==> src/rtl/stream_demux_pkg.sv <==
// Shared constants and helpers for the stream demultiplexer.
package stream_demux_pkg;

    localparam int DROP_CNT_W = 8;

    // Select width for a given channel count; at least one bit.
    function automatic int sel_width(input int nch);
        return (nch < 2) ? 1 : $clog2(nch);
    endfunction

endpackage

==> src/rtl/demux_slot.sv <==
// One-entry holding register for a single demux output channel.
module demux_slot #(
    parameter int WIDTH = 8
) (
    input  logic             clk,
    input  logic             rst_n,
    input  logic             load,
    input  logic [WIDTH-1:0] din,
    input  logic             m_ready,
    output logic             valid,
    output logic [WIDTH-1:0] dout,
    output logic             free
);

    // A full slot being drained this cycle can accept a new word at the same edge.
    assign free = ~valid | m_ready;

    always_ff @(posedge clk or negedge rst_n) begin
        if (!rst_n) begin
            valid <= 1'b0;
            dout  <= '0;
        end else if (load) begin
            valid <= 1'b1;
            dout  <= din;
        end else if (m_ready) begin
            valid <= 1'b0;
        end
    end

endmodule

==> src/rtl/stream_demux.sv <==
// Stream demultiplexer: routes each input word to one channel slot, to all
// slots (broadcast), or discards and counts it when the select is out of range.
module stream_demux
    import stream_demux_pkg::*;
#(
    parameter int WIDTH = 8,
    parameter int NCH   = 8,
    parameter int SELW  = sel_width(NCH)
) (
    input  logic                  clk,
    input  logic                  rst_n,
    input  logic                  s_valid,
    output logic                  s_ready,
    input  logic [WIDTH-1:0]      s_data,
    input  logic [SELW-1:0]       s_sel,
    input  logic                  s_bcast,
    output logic [NCH-1:0]        m_valid,
    input  logic [NCH-1:0]        m_ready,
    output logic [NCH*WIDTH-1:0]  m_data,
    output logic [DROP_CNT_W-1:0] drop_cnt,
    output logic                  drop_pulse
);

    logic [NCH-1:0] sel_hit;
    logic [NCH-1:0] slot_free;
    logic [NCH-1:0] slot_load;
    logic           sel_legal;
    logic           xfer;
    logic           drop;

    function automatic logic [DROP_CNT_W-1:0] sat_inc(input logic [DROP_CNT_W-1:0] v);
        return (&v) ? v : v + 1'b1;
    endfunction

    // s_ready is built from select, broadcast and slot state only, never s_valid.
    always_comb begin
        sel_hit = '0;
        for (int k = 0; k < NCH; k++) begin
            sel_hit[k] = (s_sel == SELW'(k));
        end
        sel_legal = |sel_hit;

        if (s_bcast) begin
            s_ready = &slot_free;
        end else if (sel_legal) begin
            s_ready = |(sel_hit & slot_free);
        end else begin
            s_ready = 1'b1;
        end

        xfer      = s_valid & s_ready;
        slot_load = '0;
        if (xfer) begin
            slot_load = s_bcast ? {NCH{1'b1}} : sel_hit;
        end
        drop = xfer & ~s_bcast & ~sel_legal;
    end

    // Held low during reset so the flag matches the cleared counter.
    assign drop_pulse = drop & rst_n;

    always_ff @(posedge clk or negedge rst_n) begin
        if (!rst_n) begin
            drop_cnt <= '0;
        end else if (drop) begin
            drop_cnt <= sat_inc(drop_cnt);
        end
    end

    for (genvar k = 0; k < NCH; k++) begin : g_slot
        demux_slot #(
            .WIDTH(WIDTH)
        ) u_slot (
            .clk     (clk),
            .rst_n   (rst_n),
            .load    (slot_load[k]),
            .din     (s_data),
            .m_ready (m_ready[k]),
            .valid   (m_valid[k]),
            .dout    (m_data[k*WIDTH +: WIDTH]),
            .free    (slot_free[k])
        );
    end

endmodule
==> config.mk <==
export PLATFORM = sky130hd
export DESIGN_NAME = stream_demux
export DESIGN_NICKNAME = d
export VERILOG_FILES = /design/src/rtl/stream_demux_pkg.sv /design/src/rtl/demux_slot.sv /design/src/rtl/stream_demux.sv
export SDC_FILE = /design/constraint.sdc
export NUM_CORES = 1
export LEC_CHECK = 0
export BUFFER_PORTS_ARGS = -buffer_cell sky130_fd_sc_hd__clkbuf_2
export CORE_UTILIZATION = 54
export DETAILED_ROUTE_END_ITERATION = 7
export PLACE_DENSITY = 0.85
export SKIP_CTS_REPAIR_TIMING = 1
export SYNTH_ARGS = -nofsm -noshare
export SYNTH_HDL_FRONTEND = slang
export SYNTH_SLANG_ARGS = --single-unit
==> constraint.sdc <==
create_clock -name clk -period 5 [get_ports clk]
set_clock_uncertainty 0.15 [all_clocks]
set_input_delay 0.25 -clock clk [delete_from_list [all_inputs] [get_ports clk]]
set_output_delay 0.25 -clock clk [all_outputs]
set_load 0.01 [all_outputs]
**After elaboration in Yosys (flattened, before gate mapping)**

Cells that the tools add are included.

- Register bits: 80
- Input port bits: 23
- Output and inout bits: 82
- Word-level logic and storage cells: 83

- $add $sub $neg: 1
- Equality and inequality tests: 7
- Mux-type cells: 20
- Bitwise operators: 24
- Reduce and logical (&&, ||, !) cells: 14

Operator list:

| kind | count |
|---|---|
| $mux W1 | 18 |
| $mux W8 | 2 |
| $reduce_and A8 Y1 | 2 |
| $reduce_bool A2 Y1 | 8 |
| $reduce_or A8 Y1 | 2 |
| $eq A3 B3 Y1 const B | 4 |
| $not A1 Y1 | 11 |
| $add A8 B1 Y8 const B | 1 |
| $and A8 B8 Y8 | 1 |
| $or A1 B1 Y1 | 8 |
| $eq A3 B2 Y1 const B | 2 |
| $and A1 B1 Y1 | 4 |
| $eq A3 B1 Y1 const B | 1 |
| $logic_not A3 Y1 | 1 |
| $reduce_and A2 Y1 | 1 |

**Depth between registers and ports, before layout**

Gate-level depths: netlist of run 1.

- Word-level depth: 10
- Depth in mapped cells: 7
- Mapped depth without buffers: 5

**Cells and area by module**

Synthesis of run 1 repeated with hierarchy kept, for this count alone.

- Cells, all modules: 218
- Area, all modules: 3483.3 um^2

Modules (own cells, without submodules):

| module | times used | cells an instance | area each (um^2) | sequential area each (um^2) |
|---|---|---|---|---|
| demux_slot | 8 | 20 | 369.1 | 225.2 |
| stream_demux | 1 | 58 | 530.5 | 200.2 |

**Least setup slack after synthesis of run 1**

OpenSTA, ideal clock, no wires.

- Path kind: register to register
- Start point: register g_slot[1].u_slot.valid
- End point: register g_slot[1].u_slot.dout[0]
- Library setup time: 0.125 ns
- Data arrival time: 1.944 ns
- Setup slack: 2.781 ns
- Cell stages (with the launch flop): 7
- Buffers on the path: 1
- Clock period less this slack: 2.219 ns
- Cells stage by stage: dfrtp_1 > nor2b_1 > a2111oi_2 > o41ai_1 > buf_6 > a221oi_4 > mux2_2

- Cells in the longest elaborated chain, start to end: 8
- Elaborated cells on any way between the ends: 9
- Classes of those cells: 3 x mux; 4 x bitwise; 2 x reduce/logical

Ends and longest elaborated chain:

| what | line | source |
|---|---|---|
| start, declared | demux_slot.sv:10 | `output logic valid,` |
| start signal, assigned | demux_slot.sv:20 | `valid <= 1'b0;` |
| start signal, assigned | demux_slot.sv:23 | `valid <= 1'b1;` |
| start signal, assigned | demux_slot.sv:26 | `valid <= 1'b0;` |
| $not A1 Y1 * | demux_slot.sv:16 | `assign free = ~valid \| m_ready;` |
| $or A1 B1 Y1 * | demux_slot.sv:16 |  |
| $and A8 B8 Y8 | stream_demux.sv:46 | `s_ready = \|(sel_hit & slot_free);` |
| $reduce_or A8 Y1 | stream_demux.sv:46 |  |
| $mux W1 | stream_demux.sv:45 | `end else if (sel_legal) begin` |
| $mux W1 * | stream_demux.sv:43 | `if (s_bcast) begin` |
| $and A1 B1 Y1 * | stream_demux.sv:51 | `xfer = s_valid & s_ready;` |
| $mux W8 * | stream_demux.sv:53 | `if (xfer) begin` |
| end signal, assigned | demux_slot.sv:24 | `dout <= din;` |
| end, declared | demux_slot.sv:11 | `output logic [WIDTH-1:0] dout,` |

Every way passes the cells marked *; elsewhere a longest branch is shown, timed or not.
A chain may end at the register's enable or synchronous reset.

**Final worst setup path of run 1**

- Start point: register g_slot[3].u_slot.valid
- End point: register g_slot[1].u_slot.dout[0]

- Cells in the longest elaborated chain, start to end: 8
- Elaborated cells on any way between the ends: 9
- Classes of those cells: 3 x mux; 4 x bitwise; 2 x reduce/logical

Ends and longest elaborated chain:

| what | line |
|---|---|
| start, declared | demux_slot.sv:10 |
| start signal, assigned | demux_slot.sv:20 |
| start signal, assigned | demux_slot.sv:23 |
| start signal, assigned | demux_slot.sv:26 |
| $not A1 Y1 * | demux_slot.sv:16 |
| $or A1 B1 Y1 * | demux_slot.sv:16 |
| $and A8 B8 Y8 | stream_demux.sv:46 |
| $reduce_or A8 Y1 | stream_demux.sv:46 |
| $mux W1 | stream_demux.sv:45 |
| $mux W1 * | stream_demux.sv:43 |
| $and A1 B1 Y1 * | stream_demux.sv:51 |
| $mux W8 * | stream_demux.sv:53 |

Marked as above.

==> results of run 1 <==
## routing by layer
layer	vias up	routed length [um]	track usage, %
met4	0	129	7.86
li1	953	-	-
met3	14	416	7.09
met1	995	3080	30.6
met5	-	0	0
met2	82	3030	35.3
## worst max-delay path by stage
stage,slack [ns],from,to
after floorplan,2.78,g_slot[1].u_slot.valid,g_slot[1].u_slot.dout[0]
after global placement,1.94,g_slot[3].u_slot.valid,g_slot[1].u_slot.dout[6]
after detailed placement,1.90,g_slot[3].u_slot.valid,g_slot[1].u_slot.dout[6]
after CTS,1.88,g_slot[3].u_slot.valid,g_slot[1].u_slot.dout[6]
after global routing,1.76,g_slot[3].u_slot.valid,g_slot[1].u_slot.dout[6]
final,1.91,g_slot[3].u_slot.valid,g_slot[1].u_slot.dout[0]
## worst max-delay path: stages, from the launching register on
cell and delay (ns):
dfrtp_1 0.37, nor2b_1 0.16, nor4_1 0.32, nand4_1 0.66, a221oi_4 0.90, mux2_2 0.41
## kinds of logic (layout without fill, tap and decap cells)
kind of cell / count (synthesis) / count (layout) / synth area share [%]
simple gates: 27 / 27 / 5.04
flops: 80 / 80 / 61.1
buf+inv: 26 / 122 / 4.47
mux: 64 / 64 / 22.0
other cells: 1 / 1 / 0.114
compound gates: 21 / 21 / 7.29
## flip-flops by register name, indices dropped and copies added, names as in the netlist
name and cells:
drop_cnt 8, g_slot.u_slot.dout 64, g_slot.u_slot.valid 8
## cell type report
| type | count | area, um^2 |
|---|---|---|
| timing repair buffer | 104 | 526 |
| sequential | 80 | 2000 |
| clock buffer | 13 | 139 |
| tap | 75 | 93.8 |
| clock inverter | 1 | 30.0 |
| inverter | 4 | 15.0 |
| multi-input combinational | 113 | 1140 |
| fill | 456 | 1940 |
## cell usage in the layout (no fill, tap or decap), drive strengths merged
cell type / Yosys / routed
and3b: 1 / 1
o41ai: 1 / 1
nor2b: 5 / 5
dfrtp: 80 / 80
o22ai: 1 / 1
bufinv: 0 / 1
nor3: 1 / 1
a21oi: 4 / 4
or2: 5 / 5
mux2: 64 / 64
o2bb2ai: 1 / 1
nand3b: 2 / 2
nand2: 3 / 3
nor2: 1 / 1
nand2b: 3 / 3
a221oi: 5 / 5
nor3b: 3 / 3
inv: 3 / 3
conb: 1 / 1
nand4: 1 / 1
a2111oi: 1 / 1
clkbuf: 9 / 115
nand3: 1 / 1
buf: 13 / 2
a22o: 1 / 1
clkinv: 1 / 1
o21ai: 4 / 4
nor4: 1 / 1
a21o: 3 / 3
## power by group through the flow
stage                     clock, mW  combinational (mW)  sequential [mW]
final                         0.433               0.586            0.946
after global routing          0.468               0.635            0.970
after CTS                     0.442               0.596            0.949
after detailed placement          0               0.595            0.959
after global placement            0               0.575            0.955
after floorplan                   0               0.252             1.03
==> impl.org, run 1 <==
** Run status
- The run finished, with violations left.
- Violated checks :: hold timing

** Pwr
- Per report_power, the clock group accounts for between 20 and 25% of the total.
- Leak pwr :: 1.92 nW
- Switching power of the nets :: between 0.6 and 0.7 mW
- Overall power consumption after layout is estimated at 1.97 mW.
- VDD sags by at most 284 uV.
- The internal portion of the total power is ~1.4 mW.
- Part of the power in combinational logic :: 29.8%
- Power per Cell Area :: approximately 500 mW/mm^2
- Power share of the sequential group :: around 48%
- In this run switching power makes up between 30 and 40% of total power.

** Synth
- Ranked by total cell area, the synthesized netlist is headed by dfrtp_1 (61%), mux2_2 (22%), a221oi_4 (3.2%).
- Post-Syn Nets :: 242
- During synthesis, Yosys emitted a total of 0 warnings.
- Netlist Area Pre-Place :: around 0.0033 mm^2
- Proportion of synthesized chip area in sequential cells :: about three fifths
- Each instance of the synthesized netlist takes up on average 15.0 um^2.
- Synthesis-stage register bit count :: 80
- Gate Count Post-Synth :: ~220
- Share of flip-flops with an asynchronous set or reset :: 100%
- The biggest area contributor in the post-synthesis netlist is dfrtp_1.
- The most common cell in the synthesized netlist is dfrtp_1.
- The synthesized netlist contains 32 unique library cells.
- Top flip-flop cell by instance count after synthesis :: dfrtp_1
- Number of enable flip-flop cells after synthesis :: 0
- In this run the biggest area consumer among cell types represents 61.1% of the synthesized area.
- Most instantiated cells after synthesis :: dfrtp_1 (80), mux2_2 (64), buf_4 (10)

** Detailed routing
- Via count :: 2044
- Post-route ant nets :: 0
- Iteration-0 DRC Markers :: a little over 100
- Detailed Routing Iterations Pass 1 :: 4
- Using the TritonRoute via totals, the vias-per-cell ratio works out to approximately 5.2.
- For this block, the routed nets add up to 6650 um of wire.
- In the final routed layout, each cell accounts on average for roughly 17 um.
- DRC violations left :: 0

** Place
- Setup slack after placement :: around 1.9 ns
- Port-buffer cells :: 103
- Routability-driven placement finished with a final weighted congestion of approximately 0.83.
- Once placement completed, the tool counted placed cells totaling ~380.
- Instance area at placement :: 0.00377 mm^2
- Post-DP HPWL :: around 4600 um

** Floorplanning
- The die covers between 0.006 and 0.007 mm^2.
- Horiz. Die Dim :: between 70 and 80 um
- Num rows :: 28
- Die height :: 79.9 um
- I/O pins :: between 100 and 150
- Core Footprint :: between 0.005 and 0.006 mm^2
- The initial utilization of the core area, before any placement, comes to between 50% and 60%.

** Global route
- Number of global-route vias before repair :: roughly 2100
- Largest net degree at the start of global routing :: between 80 and 90
- GRT Overall Usage :: between 20% and 30%
- The first global-routing pass estimated ~11000 um of wire.
- Global routing finished with a remaining overflow of 0.
- The initial antenna violation count was 0.

** Finish
- Finished layout cell area :: 0.00394 mm^2
- Fraction of final layout cells with drive strength greater than 1 :: 61.3%
- Relative to the synthesized area, the layout overhead comes to 20.3%.
- Final Net Count :: approximately 340
- Fin util :: approximately two thirds
- Final std cells w/o fill :: 390
- Number of diodes :: 0

** Timing
- The smallest clock period supported by the final layout is computed as just over 3 ns.
- Post-Route Setup TNS :: 0 ns
- Final critical-path share of the clock period :: between 60 and 70%
- Worst-case hold slack :: -0.0755 ns
- RSZ-0062 raised after global routing :: false
- Number of failing setup endpoints in the final timing report :: 0
- Final Slew Violations :: 0
- At the pin with the least slew margin, the transition time is roughly 0.95 ns.
- In this run the tightest slew margin relative to its limit is a little over a third.
- Final hold violation count :: 80
- Achievable clock frequency :: between 300 and 400 MHz
- Smallest setup slack after layout :: about 1.9 ns

** Setup path
- Required time at the worst-slack endpoint :: about 5.1 ns
- Of all nets on the critical path, the largest fanout is 10.
- Reg-to-reg slack, setup :: roughly 1.9 ns
- Data on the critical path arrives at its endpoint at ~3.2 ns.
- CP Launch Type :: flop
- For the worst flop-to-flop path, the logic depth is 5.
- The critical path is of the flop to flop type.
- The worst register-to-register path ends at g_slot[1].u_slot.dout[0].
- The worst setup path is captured at a flop.
- The worst register-to-register path begins at g_slot[3].u_slot.valid.

** Clocking
- TritonCTS built the clock tree.
- Clock Tree Root :: clkbuf_8
- Maximum level of the CTS H-tree :: 3
- The tree built by TritonCTS fans out to 80 sinks.
- The later pin in the worst-skew pair is clocked with a latency of between 0.3 and 0.4 ns.
- The number of clock buffers added by TritonCTS is 9.
- No sink is reached through more buffers than the 2 on the longest clock path.
- Clock slew seen by the registers of the worst setup and hold paths :: 0.07 ns

** Flow run
- Max_cap viols :: 0

** Min path
- The min-delay analysis places its worst path in the category primary input to async pin.
No activity file was read; power rests on OpenSTA's default activity.
==> run 2: changes to the inputs <==
--- a/config.mk
+++ b/config.mk
@@ -6,9 +6,9 @@
 export NUM_CORES = 1
 export LEC_CHECK = 0
 export BUFFER_PORTS_ARGS = -buffer_cell sky130_fd_sc_hd__clkbuf_2
-export CORE_UTILIZATION = 54
+export CORE_UTILIZATION = 50
 export DETAILED_ROUTE_END_ITERATION = 7
-export PLACE_DENSITY = 0.85
+export PLACE_DENSITY = 0.8
 export SKIP_CTS_REPAIR_TIMING = 1
 export SYNTH_ARGS = -nofsm -noshare
 export SYNTH_HDL_FRONTEND = slang
==> constraint.sdc (replaced) <==
create_clock -name clk -period 2.9 [get_ports clk]
set_clock_uncertainty 0.15 [all_clocks]
set_input_delay 0.145 -clock clk [delete_from_list [all_inputs] [get_ports clk]]
set_output_delay 0.145 -clock clk [all_outputs]
set_load 0.01 [all_outputs]
==> run 2 against run 1 <==
Effect of this change:
- the flow still finishes with violations (hold timing)
- flip-flop and latch count is the same
- wire length is 2.4% higher
- clock power increased by 130%
==> impl.org, run 2 (same netlist as run 1, synthesis figures left out) <==
** Run status
- The run finished, with violations left.
- Violated checks :: hold timing

** Finish
- Leading cell type in the layout, fill and taps excluded :: clkbuf_2
- From synthesis to final layout, the design area changed by 25.9%.
- 0 antenna diodes ended up in the layout.
- After filler insertion, the fill cell instance count of the layout stands at between 400 and 500.
- g_slot.u_slot.dout holds more flip-flops than any other register.
- Highest-count cells in the layout ignoring fill and taps :: clkbuf_2 (102), dfrtp_1 (80), mux2_2 (64), clkbuf_8 (10), buf_4 (8)
- Fin util :: 65.0%
- The register with the most flip-flops in the layout has between 60 and 70 of them.
- Largest registers :: g_slot.u_slot.dout (64), drop_cnt (8), g_slot.u_slot.valid (8)
- After the flow finishes, the layout carries non-filler instances totaling roughly 410.
- Of the cells placed in the final design, the portion with a size suffix greater than 1 is between 60% and 70%.
- For this run, the post-layout net count is 347.

** Setup path
- R2r startpoint :: g_slot[1].u_slot.valid
- STA classifies the critical path endpoint as a flop.
- CP Launch Type :: flop
- At the worst endpoint, the required time is between 2 and 3 ns.
- Reg-to-reg slack, setup :: approximately 0.36 ns
- Register-to-Register Path Depth :: 6
- Maximum net fanout on the critical path :: 10
- Worst reg2reg endpoint :: g_slot[4].u_slot.dout[6]
- Path type of the worst setup path :: flop to flop
- Critical path arrival :: 2.61 ns

** Timing
- Setup repair after global routing left no endpoint under its margin.
- Number of failing setup endpoints in the final timing report :: 0
- Measured against its own limit, the worst slew margin works out to between 30% and 40%.
- Summed over all failing endpoints, the final setup total negative slack is 0 ns.
- For the pin with the worst max-slew slack, the measured transition is roughly 0.97 ns.
- Final critical-path share of the clock period :: 87.7%
- Final hold analysis gives a worst-case slack of -0.00361 ns.
- Minimum clock period :: between 2 and 3 ns
- Final Slew Violations :: 0
- Final hold violation count :: 4
- Achievable clock frequency :: between 300 and 400 MHz

** Clocking
- In this run, CTS created clock tree buffers numbering 9.
- The H-tree generated during clock tree synthesis spans 3 levels.
- Clock slew seen by the registers of the worst setup and hold paths :: approximately 0.080 ns
- Clock Tree Root :: clkbuf_8
- In this run the deepest clock path goes through 2 buffers.
- TritonCTS built the clock tree.
- Sink count of the clock tree :: 80
- Latest clock arrival within the worst-skew pair :: between 0.3 and 0.4 ns

** Detailed routing
- The first routing iteration left 56 violations.
- After detailed routing, the number of vias per cell comes to around 5.3.
- Via count :: 2134
- Detailed Routing Iterations Pass 1 :: 4
- Post-route ant nets :: 0
- DRC violations left :: 0
- After detailed routing, the total wire length is around 7000 um.
- Dividing the detail-routed wire length by the instance count gives 16.8 um.

** Global route
- Number of global-route vias before repair :: between 2000 and 2500
- Largest net degree at the start of global routing :: 81
- The first global-routing pass estimated ~11000 um of wire.
- GRT Overall Usage :: about a fifth
- For this run the aggregate overflow at the end of global routing stands at 0.
- Antenna violations before repair :: 0

** Pwr
- Power spread over the standard cell area amounts to ~900 mW/mm^2.
- The analysis attributes to cell leakage a power of between 2 and 2.5 nW.
- Highest ir drop seen on vdd :: between 400 and 500 uV
- The design draws roughly 3.6 mW.

** Floorplanning
- Die height :: 83.0 um
- The die covers 0.00688 mm^2.
- Core Footprint :: around 0.0063 mm^2
- Horiz. Die Dim :: 83.0 um
- Num rows :: 29
- 105 I/O pins were placed.
- For this configuration, the core starts out at a cell density of 51.6%.

** Place
- The HPWL after detailed placement is 4720 um.
- GPL Wtd Cong :: 0.834
- The number of placed instances, taps included, is 384.
- Port-buffer cells :: between 100 and 150

** Min path
- Tightest Hold Check Type :: primary input to flop
- The worst hold path was traced through 2 stages.
- Worst Min Path Start :: s_data[5]
- The worst hold path terminates at g_slot[7].u_slot.dout[5].

** Flow run
- Across the run, the number of max-cap violations was 0.
## run 2: changes by cell type in the layout (fill, tap and decap cells not counted)
cell / delta
clkinv_2: +1
dlygate4sd3_1: +6
buf_4: +6
bufinv_16: +2
clkbuf_1: -3
clkbuf_8: +1
clkinv_4: +1
## run 2: worst max-delay path, cell delays in order (launching register included)
cell and delay (ns):
dfrtp_1 0.38, nor2b_1 0.17, a2111oi_2 0.40, o41ai_2 0.13, buf_4 0.21, a21oi_2 0.58
mux2_2 0.41
## run 2: worst max path at each step
stage | from | end | slack, ns
after detailed placement | g_slot[1].u_slot.valid | g_slot[6].u_slot.dout[7] | 0.36
final | g_slot[1].u_slot.valid | g_slot[4].u_slot.dout[6] | 0.36
after global placement | g_slot[1].u_slot.valid | g_slot[3].u_slot.dout[2] | 0.37
after floorplan | g_slot[1].u_slot.valid | g_slot[1].u_slot.dout[0] | 0.68
after CTS | g_slot[1].u_slot.valid | g_slot[6].u_slot.dout[7] | 0.32
after global routing | g_slot[1].u_slot.valid | g_slot[6].u_slot.dout[7] | 0.24
## run 2: layer usage
metal  track usage (%)  vias to the layer above  part of all wire [%]
li1                  -                      969                     -
met1              29.0                     1079                    46
met2              32.4                       80                    47
met3              6.36                        6                   5.9
met4              7.52                        0                  0.85
met5                 0                        -                     0
## run 2: power breakdown
group / total [mW] / leakage, nW / switching, mW / internal, mW
combinational: 1.03 / 0.922 / 0.498 / 0.527
sequential: 1.63 / 0.972 / 0.186 / 1.45
clock: 0.978 / 0.124 / 0.382 / 0.596
total: 3.63 / 2.02 / 1.07 / 2.57
## run 2: area by class of cell
| cell class | count | area [um^2] | share of cell area, % |
|---|---|---|---|
| Clock inverter | 5 | 104 | 2.52 |
| Multi-Input combinational cell | 113 | 1140 | 27.5 |
| Inverter | 4 | 15.0 | 0.364 |
| Timing Repair Buffer | 116 | 631 | 15.3 |
| Sequential cell | 80 | 2000 | 48.5 |
| Tap cell | 77 | 96.3 | 2.34 |
| Clock buffer | 11 | 141 | 3.43 |
## run 2: metrics by stage
| stage | cell area [um^2] | worst slack, ns |
|---|---|---|
| floorplan | 3280 | 0.681 |
| global placement | 3820 | 0.373 |
| detailed placement | 3820 | 0.357 |
| CTS | 4070 | 0.320 |
| global route | 4130 | 0.236 |
| finish | 4130 | 0.356 |
==> run 3: changes to the inputs <==
--- a/config.mk
+++ b/config.mk
@@ -6,9 +6,11 @@
 export NUM_CORES = 1
 export LEC_CHECK = 0
 export BUFFER_PORTS_ARGS = -buffer_cell sky130_fd_sc_hd__clkbuf_2
+export CAP_MARGIN = 5
 export CORE_UTILIZATION = 50
 export DETAILED_ROUTE_END_ITERATION = 7
 export PLACE_DENSITY = 0.8
+export RECOVER_POWER = 50
 export SKIP_CTS_REPAIR_TIMING = 1
 export SYNTH_ARGS = -nofsm -noshare
 export SYNTH_HDL_FRONTEND = slang
==> run 3 against run 2 <==
Effect of this change:
- register-to-register slack about the same
- clock-buffer cell count stayed put
- the run ends with hold timing, capacitance limit, slew limit left
- non-clock buffer count unchanged
- worst hold slack about the same
- critical path depth unchanged
- global-route usage unchanged
- power fell by 2.4%
- wire length increased by 0.16%
- flip-flop and latch count unchanged
- combinational power is 8% lower
- setup slack better by 0.0089 ns
- clock power is essentially flat
==> impl.org, run 3 (same netlist as run 1, synthesis figures left out) <==
** Run status
- The flow ran to the end, but the final reports show violations.
- Violated checks :: hold timing, capacitance limit, slew limit

** Global route
- Total overflow reported by the global router :: 0
- Global routing used 21.2% of the available tracks across all layers.
- Global-route wire length before repair :: between 10000 and 15000 um
- The initial antenna violation count came to 0.
- Entering global routing, the biggest net connects 81 pins.
- The number of global-route vias before repair is between 2000 and 2500.

** Place
- Setup slack after placement :: ~0.36 ns
- Number of placed cells counting well taps :: around 380
- Post-DP HPWL :: roughly 4700 um
- GPL Wtd Cong :: around 0.83
- Port-buffer cells :: 103

** Detailed routing
- The first detailed-routing pass ran for 4 iterations.
- Via count :: 2138
- Dividing the detail-routed wire length by the instance count gives 16.8 um.
- Wire length on met3 :: 394 um
- Routed signal wires occupy layers up through met4.
- Routed wire length :: between 6000 and 7000 um
- The detailed router finished its first iteration with between 50 and 60 violations.
- Met1 layer wirelength in the final routing :: between 3000 and 4000 um
- Met2 Wirelength :: around 3200 um
- Using the TritonRoute via totals, the vias-per-cell ratio works out to 5.27.
- After detailed routing, the number of remaining DRC violations is 0.
- Post-route ant nets :: 0

** Clocking
- CTS built an H-tree with a depth of 3.
- Clock slew seen by the registers of the worst setup and hold paths :: around 0.080 ns
- Clock Tree Root :: clkbuf_8
- Max clock buf depth :: 2
- The clock drives 80 sinks.
- Latest clock arrival within the worst-skew pair :: 0.33 ns
- Total clock buffers created by CTS :: 9
- TritonCTS built the clock tree.

** Floorplanning
- Die height :: 83.0 um
- The die is just over 80 um wide.
- I/O pins :: roughly 110
- Total Die Area :: 0.00688 mm^2
- The floorplan has 29 rows.
- The initial utilization of the core area, before any placement, comes to between 50% and 60%.
- The floorplan step defined a core boundary enclosing around 0.0063 mm^2.

** Flow run
- Max_cap viols :: 1

** Finish
- In the layout the commonest cells are clkbuf_1 (81), dfrtp_1 (80), mux2_2 (64), clkbuf_2 (23), clkbuf_8 (10).
- After the last flow step, the layout net total stands at about 350.
- Number of flip-flops in the largest register :: 64
- Fraction of final layout cells with drive strength greater than 1 :: between 30% and 40%
- The library cell used most frequently in the layout, excluding fill and tap cells, is clkbuf_1.
- 0 antenna diodes ended up in the layout.
- The area growth from synthesis to layout is 22.8%.
- Register with the most flip-flops :: g_slot.u_slot.dout
- Final std cells w/o fill :: 406
- Counting the fill cells in the layout gives 520.
- The largest registers in the layout are g_slot.u_slot.dout (64), drop_cnt (8), g_slot.u_slot.valid (8).

** Setup path
- At the worst endpoint, the required time is a little under 3 ns.
- Worst path cell trace :: nor2b_1, a2111oi_2, o41ai_2, buf_4, a21oi_2, mux2_2
- Critical path endpoint category :: flop
- By startpoint and endpoint, the worst setup path is classified as flop to flop.
- The worst setup path is launched from a flop.
- Critical path arrival :: 2.60 ns
- Together, buffers and inverters on the worst path number 1.
- Maximum net fanout on the critical path :: 10
- Among cell families on the critical path, the largest total delay comes from compound AO/OA/AOI/OAI gates.
- Worst path slowest cell :: a21oi_2
- Crit-path max cell delay :: just under 0.6 ns

** Timing
- Smallest setup slack after layout :: ~0.36 ns
- Minimum clock period :: between 2 and 3 ns
- Post-Route Setup TNS :: 0 ns
- The final hold violation count came to 4.
- The tightest hold path in the finished design has a slack of -0.00398 ns.
- The count of final max-slew check failures came to 81.
- The worst pin sits at a relative slew slack of -26.2%.
- Achievable clock frequency :: between 300 and 400 MHz
- Final critical-path share of the clock period :: just under 90%
- RSZ-0062 raised after global routing :: false
- For the pin with the worst max-slew slack, the measured transition is about 1.9 ns.
- Number of failing setup endpoints in the final timing report :: 0

** Min path
- Tightest Hold Check Type :: primary input to flop

** Pwr
- The analysis attributes to cell leakage a power of around 1.8 nW.
- Highest ir drop seen on vdd :: roughly 450 uV
- For this design the ratio of total power to cell area is approximately 900 mW/mm^2.
run 3: cell count changes in the layout (fill, tap and decap cells not counted):
cell	change
clkbuf_2	-79
buf_4	-1
clkbuf_1	+80
run 3: metal layers:
layer / GRT usage, % / vias to the layer above
li1: - / 974
met1: 29.0 / 1076
met2: 32.4 / 82
met3: 6.36 / 6
met4: 7.52 / 0
met5: 0 / -
run 3: report_power, final:
part | switching, mW | internal, mW
Combinational | 0.501 | 0.442
Sequential | 0.183 | 1.45
Clock | 0.381 | 0.596
Total | 1.06 | 2.48
run 3: final cells by class:
class                   instances  area [um^2]  share of cell area (%)
clock buffers                  11          141                    3.51
clock inverters                 5          104                    2.58
inverters                       4         15.0                   0.373
multi-input cells             113         1140                    28.2
flip-flops and latches         80         2000                    49.8
well taps                      77         96.3                    2.40
repair buffers                116          528                    13.1
run 3: metrics by stage:
| step | cell area, um^2 | power (mW) | utilization [%] |
|---|---|---|---|
| finish | 4020 | 3.55 | 63.3 |
| global route | 4020 | 3.74 | 63.3 |
| CTS | 4070 | 3.67 | 64.0 |
| detailed placement | 3820 | 2.68 | 60.2 |
| global placement | 3820 | 2.65 | 60.2 |
| floorplan | 3280 | 2.21 | - |
run 3: path summary, 6_finish.rpt:
check | from | to | slack (ns) | cells past startpoint
worst min-delay path | s_data[5] | g_slot[7].u_slot.dout[5] | -0.004 | 2
worst min register to register | drop_cnt[6] | drop_cnt[6] | 0.23 | 0
worst max register to register | g_slot[1].u_slot.valid | g_slot[4].u_slot.dout[6] | 0.36 | 6
min in group asynchronous | rst_n | g_slot[4].u_slot.dout[0] | 0.71 | 2
max in group asynchronous | rst_n | g_slot[3].u_slot.dout[7] | 0.75 | 2
worst max-delay path | g_slot[1].u_slot.valid | g_slot[4].u_slot.dout[6] | 0.36 | 6
